File: src/rtl/difftest_sched_pkg.sv
// Shared encodings for the difftest step scheduler: controller states and halt causes.
package difftest_sched_pkg;

    typedef logic [2:0] sched_state_t;

    localparam sched_state_t ST_INIT = 3'd0;
    localparam sched_state_t ST_RUN  = 3'd1;
    localparam sched_state_t ST_REQ  = 3'd2;
    localparam sched_state_t ST_WAIT = 3'd3;
    localparam sched_state_t ST_HALT = 3'd4;

    typedef enum logic [1:0] {
        CAUSE_NONE     = 2'd0,
        CAUSE_FAIL     = 2'd1,
        CAUSE_OVERFLOW = 2'd2,
        CAUSE_MAXCYC   = 2'd3
    } halt_cause_t;

endpackage

File: src/rtl/difftest_step_accum.sv
// Saturating step accumulator: adds the per-cycle commit count, subtracts an issued batch,
// and raises a sticky overflow flag whenever the result had to be clipped.
module difftest_step_accum #(
    parameter int STEP_WIDTH  = 8,
    parameter int BATCH_WIDTH = 16
) (
    input  logic                   clock,
    input  logic                   reset_n,
    input  logic                   enable,
    input  logic [STEP_WIDTH-1:0]  add,
    input  logic                   sub_en,
    input  logic [BATCH_WIDTH-1:0] sub,
    output logic [BATCH_WIDTH-1:0] value,
    output logic                   ovf
);

    localparam logic [BATCH_WIDTH:0] SAT = {1'b0, {BATCH_WIDTH{1'b1}}};

    logic [BATCH_WIDTH:0] add_ext;
    logic [BATCH_WIDTH:0] sub_ext;
    logic [BATCH_WIDTH:0] sum;

    // One extra bit of headroom; sub never exceeds value, so only the top end can clip.
    always_comb begin
        add_ext = {{(BATCH_WIDTH + 1 - STEP_WIDTH){1'b0}}, add};
        sub_ext = sub_en ? {1'b0, sub} : '0;
        sum     = {1'b0, value} + add_ext - sub_ext;
    end

    always_ff @(posedge clock or negedge reset_n) begin
        if (!reset_n) begin
            value <= '0;
            ovf   <= 1'b0;
        end else if (enable) begin
            if (sum > SAT) begin
                value <= '1;
                ovf   <= 1'b1;
            end else begin
                value <= sum[BATCH_WIDTH-1:0];
            end
        end
    end

endmodule

File: src/rtl/difftest_step_sched.sv
// Difftest step scheduler: gathers commit steps, runs the checker init handshake, and issues
// one batched step request at a time until the checker fails or a sticky limit trips.
//
//   state | meaning
//   INIT  | init_valid raised (after first cycle) until init_done
//   RUN   | accumulate; issue a batch or act on sticky ovf/maxcyc
//   REQ   | req_valid held with a stable req_step until req_ready
//   WAIT  | request accepted, waiting for rsp_valid
//   HALT  | terminal until reset; accumulator and cycle_count frozen
module difftest_step_sched
    import difftest_sched_pkg::*;
#(
    parameter int STEP_WIDTH    = 8,
    parameter int BATCH_WIDTH   = 16,
    parameter int MAX_BATCH     = 64,
    parameter int FLUSH_TIMEOUT = 32,
    parameter int CYCLE_WIDTH   = 64
) (
    input  logic                   clock,
    input  logic                   reset_n,
    input  logic [STEP_WIDTH-1:0]  in_step,
    input  logic                   flush,
    input  logic [CYCLE_WIDTH-1:0] max_cycles,
    output logic                   init_valid,
    input  logic                   init_done,
    output logic                   req_valid,
    input  logic                   req_ready,
    output logic [BATCH_WIDTH-1:0] req_step,
    input  logic                   rsp_valid,
    input  logic                   rsp_fail,
    output logic [CYCLE_WIDTH-1:0] cycle_count,
    output logic [BATCH_WIDTH-1:0] pending,
    output logic                   halt,
    output logic [1:0]             halt_cause
);

    localparam int                     IDLE_W    = $clog2(FLUSH_TIMEOUT + 1);
    localparam logic [IDLE_W-1:0]      IDLE_MAX  = IDLE_W'(FLUSH_TIMEOUT);
    localparam logic [BATCH_WIDTH-1:0] BATCH_MAX = BATCH_WIDTH'(MAX_BATCH);

    sched_state_t           state;
    sched_state_t           state_next;
    logic [1:0]             cause_next;
    logic                   armed;
    logic [IDLE_W-1:0]      idle_cnt;
    logic                   maxcyc;
    logic                   ovf;
    logic                   handshake;
    logic                   issue;
    logic [BATCH_WIDTH-1:0] acc;

    difftest_step_accum #(
        .STEP_WIDTH (STEP_WIDTH),
        .BATCH_WIDTH(BATCH_WIDTH)
    ) u_accum (
        .clock  (clock),
        .reset_n(reset_n),
        .enable (state != ST_HALT),
        .add    (in_step),
        .sub_en (handshake),
        .sub    (req_step),
        .value  (acc),
        .ovf    (ovf)
    );

    // armed keeps init_valid low while reset is held and for the release cycle itself
    assign init_valid = armed && (state == ST_INIT);
    assign req_valid  = (state == ST_REQ);
    assign halt       = (state == ST_HALT);
    assign handshake  = req_valid && req_ready;
    assign pending    = acc;
    assign issue      = (acc >= BATCH_MAX) ||
                        ((acc != '0) && ((idle_cnt >= IDLE_MAX) || flush));

    always_comb begin
        state_next = state;
        cause_next = halt_cause;
        case (state)
            ST_INIT: begin
                if (init_valid && init_done) state_next = ST_RUN;
            end
            ST_RUN: begin
                if (ovf) begin
                    state_next = ST_HALT;
                    cause_next = CAUSE_OVERFLOW;
                end else if (maxcyc) begin
                    state_next = ST_HALT;
                    cause_next = CAUSE_MAXCYC;
                end else if (issue) begin
                    state_next = ST_REQ;
                end
            end
            ST_REQ: begin
                if (req_ready) state_next = ST_WAIT;
            end
            ST_WAIT: begin
                if (rsp_valid) begin
                    if (rsp_fail) begin
                        state_next = ST_HALT;
                        cause_next = CAUSE_FAIL;
                    end else begin
                        state_next = ST_RUN;
                    end
                end
            end
            default: state_next = ST_HALT;
        endcase
    end

    always_ff @(posedge clock or negedge reset_n) begin
        if (!reset_n) begin
            state       <= ST_INIT;
            halt_cause  <= CAUSE_NONE;
            armed       <= 1'b0;
            req_step    <= '0;
            idle_cnt    <= '0;
            cycle_count <= '0;
            maxcyc      <= 1'b0;
        end else begin
            state      <= state_next;
            halt_cause <= cause_next;
            armed      <= 1'b1;
            if ((state == ST_RUN) && (state_next == ST_REQ))
                req_step <= (acc >= BATCH_MAX) ? BATCH_MAX : acc;
            if (state != ST_HALT) begin
                cycle_count <= cycle_count + 1'b1;
                if ((max_cycles != '0) && (cycle_count >= max_cycles))
                    maxcyc <= 1'b1;
                if ((in_step != '0) || handshake)
                    idle_cnt <= '0;
                else if (idle_cnt < IDLE_MAX)
                    idle_cnt <= idle_cnt + 1'b1;
            end
        end
    end

endmodule

File: config.mk
export PLATFORM = sky130hd
export DESIGN_NAME = difftest_step_sched
export DESIGN_NICKNAME = d
export VERILOG_FILES = /design/src/rtl/difftest_sched_pkg.sv /design/src/rtl/difftest_step_accum.sv /design/src/rtl/difftest_step_sched.sv
export SDC_FILE = /design/constraint.sdc
export NUM_CORES = 1
export LEC_CHECK = 0
export CAP_MARGIN = 20
export CORE_MARGIN = 5
export CORE_UTILIZATION = 25
export CTS_CLUSTER_SIZE = 24
export DETAILED_ROUTE_END_ITERATION = 8
export PLACE_DENSITY_LB_ADDON = 0.08
export SETUP_SLACK_MARGIN = 0.05
export SYNTH_ARGS = -nofsm -noshare
export SYNTH_HDL_FRONTEND = slang
export SYNTH_SLANG_ARGS = --single-unit
File: constraint.sdc
create_clock -name clock -period 7.67 [get_ports clock]
set_input_delay 1.534 -clock clock [delete_from_list [all_inputs] [get_ports clock]]
set_output_delay 1.534 -clock clock [all_outputs]
set_load 0.05 [all_outputs]
# Yosys cells after proc, flatten, opt, wreduce, memory -nomap -nowiden
# Index checks and enable logic that the tools add are counted.
# classes
addsub,4
mul,0
div_mod_pow,0
magnitude_cmp,5
eq_ne,9
shift,0
mux,18
bitwise,0
n_reduce_logical,19
# ops
op,n
"64-bit by 1-bit adder with 64-bit output, second input constant",1
64-bit greater-or-equal comparator,1
64-bit nonzero test,1
16-bit 2-to-1 mux,3
3-bit 2-to-1 mux,7
16-bit by 8-bit adder with 17-bit output,1
"17-bit by 16-bit greater-than comparator with 1-bit output, second input constant",1
17-bit subtractor,1
"16-bit by 7-bit greater-or-equal comparator with 1-bit output, second input constant",1
16-bit nonzero test,1
6-bit 2-to-1 mux,2
3-bit case mux with 4 select lines,1
"3-bit by 2-bit == test with 1-bit output, second input constant",3
2-bit 2-to-1 mux,4
8-bit nonzero test,1
"6-bit by 1-bit adder with 6-bit output, second input constant",1
"6-bit greater-or-equal comparator, second input constant",1
1-bit logical AND,6
"6-bit less-than comparator, second input constant",1
2-bit AND reduction,3
"2-bit != test, second input constant",2
2-bit case mux with 2 select lines,1
4-bit AND reduction,1
2-bit nonzero test,2
6 further kinds,8
# word_totals
reg_bits,110
latch_bits,0
ram_bits,0
rom_bits,0
in_bits,79
output_inout_bits,101
elab_cells,64
n_memories,0

# Logic depth before layout (Yosys ltp)
# Gate-level depths: netlist (run 1).
# depth
ltp_word,10
ltp_mapped,15
mapped_depth_nobuf,14

# Modules after synthesis
# A second synthesis (run 1) with hierarchy kept.
# unflattened
hier_cells,857
area_unflattened_um2,7803.7
# modules_own_cells
module,instances,cells_per_inst,area_per_inst_um2,seq_area_each_um2
difftest_step_sched,1,630,5881.9,2327.2
difftest_step_accum,1,227,1921.8,425.4

# Worst setup path after synthesis (run 1)
# OpenSTA, ideal clock, no wires.
# synth_timing
path_type,input -> register
start,input port req_ready
end,register u_accum.value[0]
setup_ns,0.165
arrival_time_ns,4.479
t_required_ns,7.505
path_slack_ns,3.026
cell_stages,11
path_buffers,1
path_cell_list,nor3b_1 -> and2_1 -> fa_1 -> fa_1 -> nor2b_1 -> o31a_1 -> o211ai_1 -> and4_1 -> nor3b_1 -> buf_2 -> a22oi_1
# synth_between
elab_chain_cells,5
# synth_rtl
item,line_no,text
from (decl),difftest_step_sched.sv:27,"input logic req_ready,"
1-bit logical AND *,difftest_step_sched.sv:70,assign handshake = req_valid && req_ready;
16-bit 2-to-1 mux *,difftest_step_accum.sv:26,"sub_ext = sub_en ? {1'b0, sub} : '0;"
17-bit subtractor *,difftest_step_accum.sv:27,"sum = {1'b0, value} + add_ext - sub_ext;"
17-bit by 16-bit greater-than comparator with 1-bit output,difftest_step_accum.sv:35,if (sum > SAT) begin
16-bit 2-to-1 mux *,difftest_step_accum.sv:35,
to (signal assigned),difftest_step_accum.sv:39,value <= sum[BATCH_WIDTH-1:0];
to (decl),difftest_step_accum.sv:13,"output logic [BATCH_WIDTH-1:0] value,"
# Mark *: on every way between the ends. The rest lies on a longest branch, timed or not.
# A chain may end at the register's enable or synchronous reset.

# Worst setup path in the final report (run 1)
# layout_timing
start,input port req_ready
end,register u_accum.value[7]
# Same word-level chain as after synthesis.

==> flow_summary_export.csv, run 1 <==
group,metric,value,unit
worst_setup_path,critPathMaxFanout,18,
drt,avgRoutedWirePerCell,17.8,µm
hold_path,hp-start,"halt_cause[1]",
sta,rsz0062_at_grt,"false",
cts,h-tree-depth,3,
drt,postRouteAntennaNets,0,
floorplan,core-area,0.0307,mm²
placement,place_congestion,0.812,
floorplan,num_rows,64,
cells_and_area,area_delta_synth_final,32.1,%
cts,tritoncts,"yes",
global_route,grt_max_degree,66,
sta,finalCritPeriodShare,0.674,
yosys,yosys-top-cells-area,"dfrtp_1 (35%), ha_1 (15%), xnor2_1 (6.0%)",
yosys,synth_most_common_cell,"dfrtp_1",
sta,fmax,193,MHz
hold_path,hp-class,"reg -> reg",
power_and_ir_drop,p_leak,0.00475,µW
worst_setup_path,endpoint_kind,"flip-flop",
placement,io_buffers,179,
drt,viasPerCell,4.72,
yosys,synth_nets,1056,
yosys,synth_cells,877,
yosys,synth.largest_area_cell,"dfrtp_1",
yosys,yosysSeqAreaShare,0.351,
run,maxCapViolCount,0,
sta,period_needed,5.17,ns
worst_setup_path,path_class,"in -> reg",
worst_setup_path,r2r_start,"state[2]",
cells_and_area,layout.nets,1230,
yosys,synth_common_cells,"dfrtp_1 (110), inv_1 (109), ha_1 (92)",
cts,cts_made_buffers,9,
floorplan,die-area,0.0350,mm²
cts,clk_pin_slew_worst_paths,0.08,ns
worst_setup_path,cp-start-kind,"input port",
cts,clock_latency,0.36,ns
global_route,grt_pass1_wl,41000,µm
global_route,grt_pass1_vias,6977,
yosys,synth-edff-count,0,
yosys,ys.flop_type,"dfrtp_1",
worst_setup_path,crit_arrival,5.37,ns
hold_path,whs_path_depth,1,
cells_and_area,finish.utilization,0.337,
cts,clk_path_buf_depth,2,
cts,post_cts_resized,0,
drt,num_vias,6853,
sta,worst_pin_slew,0.932,ns
global_route,grt_overflow,0,
cells_and_area,final_design_area_no_fill,0.0104,mm²
sta,setup_violations,0,
floorplan,dieHeight,187,µm
worst_setup_path,worst_r2r_path_depth,13,
cells_and_area,final_cells,1452,
sta,final.setup_skew,0.0119,ns
cts,postCtsSetupRepairBufs,0,
placement,hpwl,20900,µm
sta,slew_headroom,0.379,
sta,tns,0,ns
drt,drc,0,
sta,whs,0.491,ns
outcome,status,"finished clean",
cts,cts_hold_buf,0,
yosys,netlist_area,0.00784,mm²
sta,slew_viol_final,0,
placement,dp.cells,1436,
drt,wl,25900,µm
yosys,syn_area_per_cell,8.94,µm²
yosys,ys_ff_latch,110,
worst_setup_path,critPathRequiredTime,7.87,ns
cells_and_area,drive_gt1_frac,0.0265,
worst_setup_path,r2r-end,"u_accum.value[7]",
worst_setup_path,crit_path_start,"req_ready",
worst_setup_path,rrSetupSlack,3.46,ns
floorplan,io_pins,180,
yosys,synth_cell_type_count,55,
yosys,async_flop_share,1.00,
yosys,yosys_warnings,0,
power_and_ir_drop,ir_drop,0.000120,V
global_route,antenna_found_initial,0,
global_route,grt_usage,0.146,
floorplan,die_w,187,µm
placement,placed_cell_area,0.0101,mm²
hold_path,worstHoldEndpoint,"halt_cause[1]",
sta,finalHoldViolations,0,
drt,drt_iter0_drc,336,
cells_and_area,antennaDiodeCount,0,
yosys,synth_top_area_frac,0.351,
drt,drt-pass1-iter-count,5,
floorplan,initial_core_util,0.255,
cts,cts_root_buf,"clkbuf_16",
power_and_ir_drop,power_density,154,mW/mm²
cts,cts.sinks,110,
-- cells in the final DEF, fill, tap and decap left out, types with 4 or more instances in the layout --
master,count
fa_1,8
ha_1,92
nand2b_1,7
xnor2_1,54
buf_4,5
xor2_1,20
nand3_1,40
a221oi_1,4
and4_1,15
and2_1,27
nand4_1,36
nor2b_1,5
o21ai_0,32
nand2_1,72
o22ai_1,5
and3_1,10
dfrtp_1,110
a211oi_1,9
nor2_1,57
a21o_1,10
inv_1,109
nor4_1,22
nor3_1,13
clkdlybuf4s50_1,178
clkbuf_1,4
or4_1,5
a21oi_1,40
a31oi_1,11
o21a_1,4
clkbuf_16,9
-- area by class of cell --
class	instances	area [µm²]
multi-input cells	638	4600
well taps	396	495
repair buffers	183	1820
flip-flops and latches	110	2750
clock buffers	13	240
inverters	109	409
clock inverters	3	43.8
fillers	3288	20400
-- layer usage --
| metal | wire [µm] | part of all wire | track usage |
|---|---|---|---|
| met1 | 13500 | 0.52 | 0.215 |
| met2 | 11100 | 0.43 | 0.222 |
| met3 | 959 | 0.037 | 0.0267 |
| met4 | 354 | 0.014 | 0.0353 |
| met5 | 0 | 0 | 0 |
-- registers in the layout, summed over array words and instances, names as in the netlist --
register       cells
req_step          16
u_accum.value     16
idle_cnt           6
cycle_count       64
halt_cause         2
armed              1
u_accum.ovf        1
state              3
maxcyc             1
-- worst max-delay path by stage --
stage,end,slack (ns),cells after the start
5_1_grt,u_accum.value[3],2.26,13
4_1_cts,u_accum.value[7],2.49,13
3_3_place_gp,u_accum.value[2],2.19,13
3_5_place_dp,u_accum.value[3],2.13,13
6_report,u_accum.value[7],2.50,13
2_1_floorplan,u_accum.value[0],3.03,11
-- power breakdown --
| group | switching (µW) | internal, µW | leakage (µW) | total [µW] |
|---|---|---|---|---|
| logic | 295 | 199 | 0.00315 | 494 |
| clock network | 233 | 256 | 0.000138 | 489 |
| registers | 22.2 | 594 | 0.00146 | 616 |
-- critical path, stage by stage --
cell and delay, ns:
clkdlybuf4s50_1 0.47, nor3b_2 0.15, buf_4 0.26, and2_1 0.17, fa_1 0.46, fa_1 0.47, nor2b_1 0.17, o31a_1 0.30
o211ai_1 0.20, and4_1 0.25, nor3b_1 0.52, buf_4 0.30, a31oi_1 0.10
-- through the flow --
stage / power [µW] / worst slack, ns
global route: 1690 / 2.26
finish: 1600 / 2.50
CTS: 1620 / 2.49
detailed placement: 1120 / 2.13
global placement: 1130 / 2.19
floorplan: 943 / 3.03
-- logic make-up after synthesis --
group,after synthesis,synth area share
AOI/OAI and AO/OA,134,0.105
xor gates and xnor gates,74,0.0826
adders and majority gates,100,0.167
buffers and inverters,129,0.0630
DFF,110,0.351
muxes,1,0.00128
other,1,0.000478
and+or+nand+nor,328,0.230
Power figures use the tool's default switching activity.
==> run 2: changes to the inputs <==
clock period = 4.7 ns   (was 7.67 ns; I/O delays follow)
==> run 2 against run 1 <==
  * Register-to-register slack worse by 2.5 ns
  * Total power is 64% higher
  * First-iteration DRC count is 8.6% lower
  * Flip-flop and latch count stayed put
  * Combinational power is 66% higher
  * Cell count is 0.28% higher
  * Non-clock buffer count is 5 higher
  * Via count is 0.72% lower
  * Clock power is 62% higher
  * Sequential power is 64% higher
==> flow_summary_export.csv, run 2 (synthesis results as in run 1) <==
group,metric,value,unit
floorplan,die_w,187,µm
cts,cts_made_buffers,9,
cts,cts_hold_buf,0,
sta,slew_headroom,0.387,
power_and_ir_drop,p_leak,0.00478,µW
outcome,status,"finished clean",
hold_path,hp-class,"reg -> reg",
sta,finalHoldViolations,0,
cells_and_area,area_delta_synth_final,32.8,%
worst_setup_path,endpoint_kind,"flip-flop",
floorplan,io_pins,180,
cts,postCtsSetupRepairBufs,0,
placement,placed_cell_area,0.0101,mm²
cells_and_area,final_design_area_no_fill,0.0104,mm²
sta,final.setup_skew,0.0141,ns
power_and_ir_drop,ir_drop,0.000188,V
drt,wl,25900,µm
global_route,antenna_found_initial,0,
sta,rsz0062_at_grt,"false",
floorplan,dieHeight,187,µm
cells_and_area,drive_gt1_frac,0.0330,
cts,cts.sinks,110,
floorplan,core-area,0.0307,mm²
drt,drc,0,
cts,h-tree-depth,3,
cts,clk_path_buf_depth,2,
cts,clock_latency,0.36,ns
sta,slew_viol_final,0,
sta,setup_violations,0,
cts,tritoncts,"yes",
global_route,grt_pass1_vias,7028,
run,maxCapViolCount,0,
cts,clk_pin_slew_worst_paths,0.08,ns
floorplan,die-area,0.0350,mm²
drt,drt-pass1-iter-count,5,
worst_setup_path,critPathRequiredTime,4.93,ns
cts,post_cts_resized,0,
global_route,grt_usage,0.148,
cells_and_area,most-common-layout-cells,"clkdlybuf4s50_1 (178), dfrtp_1 (110), inv_1 (109)",
worst_setup_path,crit_arrival,4.34,ns
sta,finalCritPeriodShare,0.875,
sta,tns,0,ns
worst_setup_path,path_class,"in -> reg",
power_and_ir_drop,power_density,252,mW/mm²
cells_and_area,final_cells,1456,
worst_setup_path,r2r_start,"state[2]",
placement,hpwl,21000,µm
sta,period_needed,4.11,ns
cells_and_area,final_common_cell,"clkdlybuf4s50_1",
hold_path,hp-start,"halt_cause[1]",
worst_setup_path,crit_path_start,"req_ready",
sta,fmax,243,MHz
placement,io_buffers,179,
cts,cts_root_buf,"clkbuf_16",
sta,worst_pin_slew,0.911,ns
cells_and_area,layout.nets,1235,
drt,viasPerCell,4.67,
cells_and_area,largest_reg_flops,64,
placement,place_congestion,0.779,
worst_setup_path,cp-start-kind,"input port",
global_route,grt_max_degree,58,
drt,drt_iter0_drc,307,
cells_and_area,top_register,"cycle_count",
cells_and_area,antennaDiodeCount,0,
sta,whs,0.488,ns
worst_setup_path,critPathMaxFanout,15,
cells_and_area,largestRegisters,"cycle_count (64), req_step (16), u_accum.value (16)",
global_route,grt_pass1_wl,41600,µm
floorplan,initial_core_util,0.255,
placement,dp.cells,1441,
floorplan,num_rows,64,
drt,num_vias,6804,
global_route,grt_overflow,0,
drt,postRouteAntennaNets,0,
drt,avgRoutedWirePerCell,17.8,µm
## run 2: metal layers
layer,global-route usage,vias up,wire [µm]
met5,0,-,0
met4,0.0296,0,287
met3,0.0284,15,1090
met2,0.225,133,11100
met1,0.220,3228,13400
li1,-,3428,-
## run 2: path summary, 6_finish.rpt
check,end,slack [ns],depth (start not counted)
max in group asynchronous,req_step[12],3.26,2
min reg2reg,halt_cause[1],0.49,1
min,halt_cause[1],0.49,1
min in group asynchronous,cycle_count[10],0.64,1
max,u_accum.value[3],0.59,14
max reg2reg,u_accum.value[3],0.98,14
## run 2: metrics by stage
stage	total power [µW]	setup WS [ns]	util
final	2620	0.589	0.339
after global routing	2790	0.306	0.339
after CTS	2660	0.583	0.339
after detailed placement	1850	0.227	0.329
after global placement	1850	0.280	0.329
after floorplan	1540	0.650	-
## run 2: power by group
part | internal [µW] | switching [µW] | total, µW
logic | 336 | 486 | 822
clock network | 414 | 378 | 792
registers | 969 | 37.8 | 1010
total | 1720 | 902 | 2620
## run 2: final cells by class
cell class | instances | area [µm²]
clock buffer | 10 | 229
clock inverter | 5 | 60.1
fill | 3265 | 20300
inverter | 109 | 409
multi-input combinational | 638 | 4600
sequential | 110 | 2750
tap | 396 | 495
timing repair buffer | 188 | 1870
## run 2: worst max-delay path: stages
cell and delay (ns):
clkdlybuf4s50_1 0.41, nor3b_2 0.19, buf_4 0.20, and2_1 0.18
fa_1 0.47, inv_1 0.04, ha_1 0.26, nor3_1 0.38
nand2b_1 0.12, o211ai_1 0.32, a21oi_1 0.15, nor3b_1 0.32
buf_4 0.25, a31oi_1 0.10
